--- config.mk ---
export PLATFORM = sky130hd
export DESIGN_NAME = softmax_reader_flat
export DESIGN_NICKNAME = d
export VERILOG_FILES = /design/src/rtl/softmax_reader_if.sv /design/src/rtl/softmax_reader.sv /design/src/flat_wrapper.sv
export SDC_FILE = /design/constraint.sdc
export NUM_CORES = 1
export LEC_CHECK = 0
export CAP_MARGIN = 10
export CORE_AREA = 10 10 177 138
export DETAILED_ROUTE_END_ITERATION = 7
export DIE_AREA = 0 0 187 148
export GPL_TIMING_DRIVEN = 0
export MAX_ROUTING_LAYER = met4
export PLACE_DENSITY = 0.71
export SLEW_MARGIN = 0
export SYNTH_ARGS = -nofsm -noshare
export SYNTH_HDL_FRONTEND = slang
export SYNTH_SLANG_ARGS = --single-unit
--- constraint.sdc ---
create_clock -name clk -period 4.23 [get_ports clk]
set_input_delay 0.423 -clock clk [delete_from_list [all_inputs] [get_ports clk]]
set_output_delay 0.423 -clock clk [all_outputs]
set_load 0.05 [all_outputs]
--- src/rtl/softmax_reader_if.sv ---
// Memory read port and output stream of the softmax reader.
// master: the reader (drives address and stream); slave: memory plus consumer.
interface softmax_reader_if #(
    parameter int WIDTH = 64
);
    logic             write_en_bar;
    logic [WIDTH-1:0] data_in_bar;
    logic [31:0]      addr_bar;
    logic [WIDTH-1:0] data_out_bar;

    logic [WIDTH-1:0] out_data;
    logic             out_valid;
    logic             out_ready;
    logic             out_last;
    logic [1:0]       out_head;

    modport master (
        output write_en_bar, data_in_bar, addr_bar,
        output out_data, out_valid, out_last, out_head,
        input  data_out_bar, out_ready
    );

    modport slave (
        input  write_en_bar, data_in_bar, addr_bar,
        input  out_data, out_valid, out_last, out_head,
        output data_out_bar, out_ready
    );
endinterface

--- src/rtl/softmax_reader.sv ---
// Streams one softmax job (NUM_WORDS words starting at SOFTMAX_OUTPUT_BASE)
// out of a one-cycle-latency read-only memory port into a valid/ready stream,
// tagging each word with its row-end flag and head index.
// Reads are throttled so that at most two words are ever buffered or in flight.
// Optional feature: define SOFTMAX_READER_CHECKSUM_EN to build a running XOR
// of all transferred words; otherwise checksum is tied to 0.
//
// state | meaning
// IDLE  | waiting for start after reset
// READ  | issuing reads, one per cycle while buffer space allows
// DRAIN | all reads issued, waiting for the stream to empty
// DONE  | job complete, done high until the next start
module softmax_reader #(
    parameter int WIDTH               = 64,
    parameter int SOFTMAX_OUTPUT_BASE = 3072,
    parameter int NUM_WORDS           = 512,
    parameter int ROW_WORDS           = 4
) (
    input  logic             clk,
    input  logic             rst_n,
    input  logic             start,
    output logic             busy,
    output logic             done,
    output logic [WIDTH-1:0] checksum,
    softmax_reader_if.master bus
);
    localparam int CNT_W      = $clog2(NUM_WORDS + 1);
    localparam int HEAD_WORDS = NUM_WORDS / 4;

    typedef enum logic [1:0] {IDLE, READ, DRAIN, DONE} state_e;

    state_e           state_q, state_d;
    logic [9:0]       rd_ptr_q, rd_ptr_d;
    logic             inflight_q, inflight_d;
    logic [WIDTH-1:0] fifo_mem_q [2];
    logic [WIDTH-1:0] fifo_mem_d [2];
    logic             fifo_wr_q, fifo_wr_d;
    logic             fifo_rd_q, fifo_rd_d;
    logic [1:0]       fifo_count_q, fifo_count_d;
    logic [CNT_W-1:0] count_q, count_d;

    logic       push;
    logic       pop;
    logic       issue;
    logic       start_job;
    logic [2:0] occupancy;

    assign push      = inflight_q;
    assign pop       = bus.out_valid && bus.out_ready;
    // Buffered words plus the one in flight, minus the one leaving this cycle.
    assign occupancy = 3'(fifo_count_q) + 3'(inflight_q) - 3'(pop);
    assign issue     = (state_q == READ) && (occupancy < 3'd2);

    assign bus.write_en_bar = 1'b0;
    assign bus.data_in_bar  = '0;
    assign bus.addr_bar     = 32'(SOFTMAX_OUTPUT_BASE) + {22'd0, rd_ptr_q};

    assign bus.out_valid = (fifo_count_q != 2'd0);
    assign bus.out_data  = fifo_mem_q[fifo_rd_q];
    assign bus.out_last  = ((count_q % CNT_W'(ROW_WORDS)) == CNT_W'(ROW_WORDS - 1));
    assign bus.out_head  = 2'(count_q / CNT_W'(HEAD_WORDS));

    assign busy = (state_q == READ) || (state_q == DRAIN);
    assign done = (state_q == DONE);

    // Next state, read pointer and job-start pulse.
    always_comb begin
        state_d    = state_q;
        rd_ptr_d   = rd_ptr_q;
        start_job  = 1'b0;
        inflight_d = issue;
        case (state_q)
            IDLE, DONE: begin
                if (start) begin
                    state_d   = READ;
                    rd_ptr_d  = '0;
                    start_job = 1'b1;
                end
            end
            READ: begin
                if (issue) begin
                    if (rd_ptr_q == 10'(NUM_WORDS - 1)) begin
                        state_d = DRAIN;
                    end else begin
                        rd_ptr_d = rd_ptr_q + 10'd1;
                    end
                end
            end
            DRAIN: begin
                // Looks at next-cycle values so done rises right after the last transfer.
                if ((fifo_count_d == 2'd0) && !inflight_d &&
                    ((count_q + CNT_W'(pop)) == CNT_W'(NUM_WORDS))) begin
                    state_d = DONE;
                end
            end
            default: state_d = IDLE;
        endcase
    end

    // Two-entry FIFO: push the returning read word, pop on stream transfer.
    always_comb begin
        fifo_mem_d   = fifo_mem_q;
        fifo_wr_d    = fifo_wr_q;
        fifo_rd_d    = fifo_rd_q;
        fifo_count_d = fifo_count_q + 2'(push) - 2'(pop);
        if (push) begin
            fifo_mem_d[fifo_wr_q] = bus.data_out_bar;
            fifo_wr_d             = ~fifo_wr_q;
        end
        if (pop) begin
            fifo_rd_d = ~fifo_rd_q;
        end
    end

    // Delivered-word counter, cleared when a job starts.
    always_comb begin
        count_d = count_q;
        if (start_job) begin
            count_d = '0;
        end else if (pop) begin
            count_d = count_q + CNT_W'(1);
        end
    end

    // Control and datapath registers.
    always_ff @(posedge clk or negedge rst_n) begin
        if (!rst_n) begin
            state_q       <= IDLE;
            rd_ptr_q      <= '0;
            inflight_q    <= 1'b0;
            fifo_mem_q[0] <= '0;
            fifo_mem_q[1] <= '0;
            fifo_wr_q     <= 1'b0;
            fifo_rd_q     <= 1'b0;
            fifo_count_q  <= '0;
            count_q       <= '0;
        end else begin
            state_q      <= state_d;
            rd_ptr_q     <= rd_ptr_d;
            inflight_q   <= inflight_d;
            fifo_mem_q   <= fifo_mem_d;
            fifo_wr_q    <= fifo_wr_d;
            fifo_rd_q    <= fifo_rd_d;
            fifo_count_q <= fifo_count_d;
            count_q      <= count_d;
        end
    end

`ifdef SOFTMAX_READER_CHECKSUM_EN
    logic [WIDTH-1:0] checksum_q, checksum_d;

    // Running XOR of every transferred word, cleared at job start.
    always_comb begin
        checksum_d = checksum_q;
        if (start_job) begin
            checksum_d = '0;
        end else if (pop) begin
            checksum_d = checksum_q ^ bus.out_data;
        end
    end

    // Checksum register.
    always_ff @(posedge clk or negedge rst_n) begin
        if (!rst_n) begin
            checksum_q <= '0;
        end else begin
            checksum_q <= checksum_d;
        end
    end

    assign checksum = checksum_q;
`else
    assign checksum = '0;
`endif

endmodule
--- src/flat_wrapper.sv ---
// flat-port wrapper written by rule: the top's interface ports become plain ports
module softmax_reader_flat 
#(
    parameter int WIDTH               = 64,
    parameter int SOFTMAX_OUTPUT_BASE = 3072,
    parameter int NUM_WORDS           = 512,
    parameter int ROW_WORDS           = 4
)
  (clk, rst_n, start, busy, done, checksum, bus_write_en_bar, bus_data_in_bar, bus_addr_bar, bus_out_data, bus_out_valid, bus_out_last, bus_out_head, bus_data_out_bar, bus_out_ready);
  softmax_reader_if #(.WIDTH(WIDTH)) bus_i ();
  input  logic clk;
  input  logic rst_n;
  input  logic start;
  output logic busy;
  output logic done;
  output logic [WIDTH-1:0] checksum;
  output wire logic [$bits(bus_i.write_en_bar)-1:0] bus_write_en_bar;
  output wire logic [$bits(bus_i.data_in_bar)-1:0] bus_data_in_bar;
  output wire logic [$bits(bus_i.addr_bar)-1:0] bus_addr_bar;
  output wire logic [$bits(bus_i.out_data)-1:0] bus_out_data;
  output wire logic [$bits(bus_i.out_valid)-1:0] bus_out_valid;
  output wire logic [$bits(bus_i.out_last)-1:0] bus_out_last;
  output wire logic [$bits(bus_i.out_head)-1:0] bus_out_head;
  input wire logic [$bits(bus_i.data_out_bar)-1:0] bus_data_out_bar;
  input wire logic [$bits(bus_i.out_ready)-1:0] bus_out_ready;
  assign bus_write_en_bar = bus_i.write_en_bar;
  assign bus_data_in_bar = bus_i.data_in_bar;
  assign bus_addr_bar = bus_i.addr_bar;
  assign bus_out_data = bus_i.out_data;
  assign bus_out_valid = bus_i.out_valid;
  assign bus_out_last = bus_i.out_last;
  assign bus_out_head = bus_i.out_head;
  assign bus_i.data_out_bar = bus_data_out_bar;
  assign bus_i.out_ready = bus_out_ready;
  softmax_reader #(.WIDTH(WIDTH), .SOFTMAX_OUTPUT_BASE(SOFTMAX_OUTPUT_BASE), .NUM_WORDS(NUM_WORDS), .ROW_WORDS(ROW_WORDS)) u_core (.clk(clk), .rst_n(rst_n), .start(start), .busy(busy), .done(done), .checksum(checksum), .bus(bus_i));
endmodule
Yosys cells after proc, flatten, opt, wreduce, memory -nomap -nowiden
Cells that the tools add are included.

Equality and inequality tests: 11. Mux-type cells: 19. Reduce and logical (&&, ||, !) cells: 15. Bitwise operators: 4. $lt $le $gt $ge: 4. Add/subtract/negate cells: 8.

Operator list (number): 64-bit two-way mux (4); 128-bit bitwise mux (1); 64-bit demux with 1-bit select (1); 10-bit two-way mux (5); 10-bit by 1-bit adder with 10-bit output, second input constant (2); 10-bit one-hot mux with 2 select lines (1); 12-bit by 10-bit adder with 13-bit output, first input constant (1); 10-bit by 1-bit adder with 10-bit output (1); 10-bit equality test, second input constant (1); 10-bit by 9-bit equality test with 1-bit output, second input constant (1); 2-bit two-way mux (4); 2-bit != test, second input constant (4); 4-bit AND reduction (2); 2-bit equality test, second input constant (3); 2-bit one-hot mux with 3 select lines (1); 2-bit nonzero test (3); 1-bit logical AND (5); 2-bit >= comparator, second input constant (2); 2-bit logical NOT (2); 1-bit NOT with 2-bit output (2); 2-bit by 1-bit adder with 3-bit output (1); 3-bit by 2-bit less-than comparator with 1-bit output, second input constant (1); 3-bit by 1-bit subtractor with 3-bit output (1); 2-bit by 1-bit adder with 2-bit output (1); 9 further kinds (11).

Logic and storage cells: 70. Input bits: 68. Output and inout port bits: 231. Bits in registers: 155.

Logic depth before layout (Yosys ltp)
Depth after elaboration: 10. Mapped depth: 11. Gate-level depth less buffers: 11.

Worst setup path before layout
OpenSTA, ideal clock, no wires.

Path type: register to register. Start point: register u_core.fifo_count_q[1]. End point: register u_core.state_q[0]. Arrival time: 3.144 ns. Library setup time: 0.104 ns. Stages on the path, launching flop included: 11. Period minus slack after synthesis: 3.248 ns. Slack: 0.982 ns. Required time: 4.126 ns. Buffers on the path: 0. Cells stage by stage: dfrtp_1 -> or2_2 -> nand2_1 -> nand2_1 -> nand2_1 -> ha_1 -> fa_1 -> or4_1 -> a211o_1 -> or4_1 -> o311ai_1.

Elaborated cells between the ends (all ways): 17. Those cells by class: 5 x add/sub; 1 x order compare; 3 x eq/ne; 8 x reduce/logical.

RTL lines: start: declaration (RTL line softmax_reader.sv:39) `logic [1:0] fifo_count_q, fifo_count_d;`; start signal: assignment (RTL line softmax_reader.sv:144) `fifo_count_q <= fifo_count_d;`; 2-bit nonzero test (RTL line softmax_reader.sv:58) `assign bus.out_valid = (fifo_count_q != 2'd0);`; named net bus_out_valid (RTL line flat_wrapper.sv:21) `output wire logic [$bits(bus_i.out_valid)-1:0] bus_out_valid;`; 1-bit logical AND (RTL line softmax_reader.sv:49) `assign pop = bus.out_valid && bus.out_ready;`; 2-bit by 1-bit subtractor with 2-bit output (RTL line softmax_reader.sv:105) `fifo_count_d = fifo_count_q + 2'(push) - 2'(pop);`; named net u_core.fifo_count_d[1] (RTL line softmax_reader.sv:39); 2-bit logical NOT (RTL line softmax_reader.sv:91) `if ((fifo_count_d == 2'd0) && !inflight_d &&`; 1-bit logical AND (2 in series) (RTL line softmax_reader.sv:91); 2-bit != test (no line); 4-bit AND reduction (no line); end signal: assignment (RTL line softmax_reader.sv:138) `state_q <= state_d;`; end: declaration (RTL line softmax_reader.sv:32) `state_e state_q, state_d;`.

The timed path passes the listed nets, and every way through them passes these cells. A chain may end at the register's enable or synchronous reset.

Worst setup path in the final report
Start point: register u_core.fifo_rd_q. End point: output bus_out_data[21].

Word-level cells in the longest chain between the ends: 4.

RTL lines: start: declaration (RTL line softmax_reader.sv:38) `logic fifo_rd_q, fifo_rd_d;`; start signal: assignment (RTL line softmax_reader.sv:143) `fifo_rd_q <= fifo_rd_d;`; 1-bit NOT with 2-bit output (not written as such) (RTL line softmax_reader.sv:59) `assign bus.out_data = fifo_mem_q[fifo_rd_q];`; 64-bit two-way mux (not written as such) (3 in series) (RTL line softmax_reader.sv:59); end: declaration (RTL line flat_wrapper.sv:20) `output wire logic [$bits(bus_i.out_data)-1:0] bus_out_data;`.

No other way between the ends. The select of a mux whose other input is x is not followed.

==> results.py <==
metrics = {
    "status": {
        "status": "finished, final reports clean",
    },
    "place": {
        "place_congestion": 0.782,
        "hpwl_mm": 15.5,
        "portBuffers": 147,
    },
    "synthesis": {
        "ys_seq_area_share_pct": 47.1,
        "synth_area_mm2": 0.00823,
        "synthArstFlopShare_pct": 100,
        "synth.distinct_cells": 44,
        "syn_area_per_cell_um2": 12.3,
        "syn_inst": 670,
        "synth-main-ff-cell": "dfrtp_1",
        "synth_seq_cells": 155,
        "synth_edf_count": 0,
        "ys_warn_count": 0,
    },
    "die": {
        "die_area_mm2": 0.0277,
        "die_y_um": 148,
        "initial_core_util_pct": 39.5,
        "io_pins": 299,
        "placementRows": 46,
        "coreArea_mm2": 0.0208,
        "die_w_um": 187,
    },
    "routing": {
        "avgRoutedWirePerCell_um": 15.6,
        "routed_wl_mm": 20.1,
        "antenna_left": 0,
        "vias": 5439,
        "firstDrtPassIters": 4,
        "drtIter0Drc": 224,
        "drc": 0,
        "viasPerCell": 4.22,
    },
    "sta": {
        "period_minus_slack_ps": 3410,
        "fmax_ghz": 0.293,
        "rsz0062_at_grt": "false",
        "whs_ps": 501,
        "tightest_slew_ps": 697,
        "setup_viol": 0,
        "slew-limit-headroom_pct": 53.5,
        "clock_skew_ps": 11.6,
        "finalHoldViolCount": 0,
        "period_share_pct": 80.6,
        "maxSlewViolCount": 0,
    },
    "worst_setup_path": {
        "worstSetupEndpointType": "output pin",
        "critPathTopFamily": "buffers and inverters",
        "crit_top_cell": "clkbuf_1",
        "timing.rr.start": "u_core.fifo_count_q[1]",
        "crit_arrival_ps": 2990,
        "cp_slowest_stage_delay_ps": 720,
        "critPathSlowestCell": "clkdlybuf4s50_1",
        "criticalPathCategory": "flop to output pin",
        "crit_path_cell_trace": "clkbuf_1 > clkbuf_1 > mux2_2 > clkdlybuf4s50_1",
        "worstPathBufferInverterCount": 3,
        "r2r_end": "u_core.state_q[1]",
        "crit_path_max_fanout": 10,
        "r2r_slack_ps": 820,
        "required_ps": 3810,
        "start_kind": "flop",
        "reg2reg_depth": 10,
    },
    "cells_and_area": {
        "post-route-util_pct": 54.1,
        "drive_above_1_share_pct": 38.8,
        "nets": 1064,
        "antennaDiodeCount": 0,
        "syn_to_final_growth_pct": 36.9,
        "fill_cells": 1860,
    },
    "clock_network": {
        "numCtsBuffers": 17,
        "postCtsSetupBuffers": 0,
        "clk_latency_ps": 420,
        "clk_path_buf_depth": 2,
        "cts_tree": "yes",
        "cts-root-buf": "clkbuf_16",
        "cts_htree_levels": 4,
        "clk_pin_slew_worst_paths_ps": 60,
        "cts_sinks": 155,
    },
    "pwr": {
        "vdd_drop_max_mv": 0.637,
        "swShare_pct": 45.0,
        "seq_power_share_pct": 26.8,
        "clkPwrFrac_pct": 16.7,
        "power_switching_uw": 4190,
        "power_frac_comb_pct": 56.5,
        "p_leak_uw": 0.00524,
        "powerDensity_mw_per_mm2": 826,
        "internal-power_uw": 5120,
    },
    "global_routing": {
        "grt_pass1_wl_mm": 32.1,
        "grt_max_degree": 80,
        "grt-ovfl-total": 0,
        "antenna_found_initial": 0,
        "grt_pass1_vias": 5666,
        "grt_usage_pct": 14.8,
    },
    "worst_hold_path": {
        "min_to": "u_core.fifo_mem_q[4]",
        "min_path_cells": 1,
        "hold_start": "u_core.fifo_mem_q[4]",
        "min-delay-path-class": "flop to flop",
    },
    "job": {
        "drv_cap": 0,
    },
}
[state kept, by name (all words and copies together), names as in the netlist]
name	cells
u_core.fifo_count_q	2
u_core.rd_ptr_q	10
u_core.state_q	2
u_core.fifo_wr_q	1
u_core.fifo_mem_q	128
u_core.inflight_q	1
u_core.count_q	10
u_core.fifo_rd_q	1
[synth_stat cells, drive strengths merged, types with 2 or more instances]
cell	count	area [um^2]
mux2	192	2160
buf	155	1160
dfrtp	155	3880
clkbuf	21	78.8
nand2	19	71.3
a21oi	13	65.1
nor2	13	48.8
inv	9	33.8
ha	8	100
o21ai	8	40.0
xor2	8	70.1
nand4	7	50.1
or3	7	43.8
nor3	6	35.0
or4	6	45.0
nand3	5	25.0
and2	4	25.0
o31ai	4	30.0
xnor2	3	26.3
conb	2	7.51
mux2i	2	20.0
nand3b	2	15.0
nor2b	2	12.5
o311ai	2	17.5
o41ai	2	17.5
[logic make-up after synthesis]
family	count (synthesis)	synth area share (%)
adders and majority gates	9	1.46
buffers and inverters	185	15.5
AOI/OAI and AO/OA	37	3.04
and+or+nand+nor	77	5.11
DFF	155	47.1
other	2	0.0912
muxes	194	26.5
xor gates and xnor gates	11	1.17
[routing by layer]
metal / wire length (um) / part of all wire, % / vias up / GRT usage [%]
li1: - / - / 2663 / -
met2: 10400 / 51 / 130 / 24.8
met4: 83 / 0.41 / 0 / 2.65
met3: 795 / 4.0 / 9 / 3.74
met5: 0 / 0 / - / -
met1: 8890 / 44 / 2637 / 17.9
[layout by cell type (no fill, tap or decap), types with 2 or more instances in the layout]
cell	instances
a21oi_1	13
and2_1	4
buf_4	153
bufinv_16	2
clkbuf_1	21
clkbuf_16	17
clkdlybuf4s50_1	146
clkinv_4	2
clkinvlp_4	2
conb_1	151
dfrtp_1	155
ha_1	8
inv_1	9
inv_6	5
inv_8	3
mux2_2	192
mux2i_1	2
nand2_1	19
nand3_1	5
nand3b_1	2
nand4_1	6
nor2_1	13
nor2b_1	2
nor3_1	5
o21ai_0	8
o311ai_1	2
o31ai_1	4
o41ai_1	2
or3_1	7
or4_1	6
xnor2_1	3
xor2_1	8
[stage by stage]
| stage | area, um^2 | instances | setup slack (ps) | TNS (ps) | power [uW] |
|---|---|---|---|---|---|
| 3_3_place_gp | 10600 | 1254 | -3800 | -587010 | 7730 |
| 5_1_grt | 11300 | 1288 | 564 | 0 | 9790 |
| 4_1_cts | 11300 | 1288 | 699 | 0 | 9410 |
| 2_1_floorplan | 8790 | 819 | 982 | 0 | 6300 |
| 6_report | 11300 | 1288 | 821 | 0 | 9300 |
| 3_5_place_dp | 10700 | 1255 | 495 | 0 | 7800 |
[worst max-delay path by stage]
| stage | from | end | slack, ps | cells after the start |
|---|---|---|---|---|
| 2_1_floorplan | u_core.fifo_count_q[1] | u_core.state_q[0] | 980 | 10 |
| 3_3_place_gp | rst_n | u_core.fifo_mem_q[70] | -3800 | 1 |
| 3_5_place_dp | bus_out_ready | u_core.state_q[0] | 490 | 10 |
| 4_1_cts | u_core.fifo_rd_q | bus_out_data[37] | 700 | 4 |
| 5_1_grt | u_core.fifo_count_q[1] | u_core.state_q[0] | 560 | 10 |
| 6_report | u_core.fifo_rd_q | bus_out_data[21] | 820 | 4 |
[final cells by class]
class	instances	area [um^2]	share of cell area [%]
tap	288	360	3.20
inverter	9	33.8	0.300
buffer	176	1240	11.0
clock buffer	17	425	3.78
multi-input combinational	479	3640	32.3
clock inverter	15	175	1.55
timing repair buffer	149	1510	13.4
sequential	155	3880	34.4
[repair_timing]
item | in CTS | in global routing
gates resized for setup | 0 | 0
hold endpoints to repair | 23 | 0
hold buffers | 1 | 0
[power groups by stage]
stage	Combinational, uW	Sequential (uW)	Clock, uW
6_report	5250	2500	1550
3_5_place_dp	5280	2520	0
2_1_floorplan	3860	2440	0
4_1_cts	5310	2500	1600
3_3_place_gp	5240	2490	0
5_1_grt	5540	2590	1670
(Power assumes the default switching activity.)
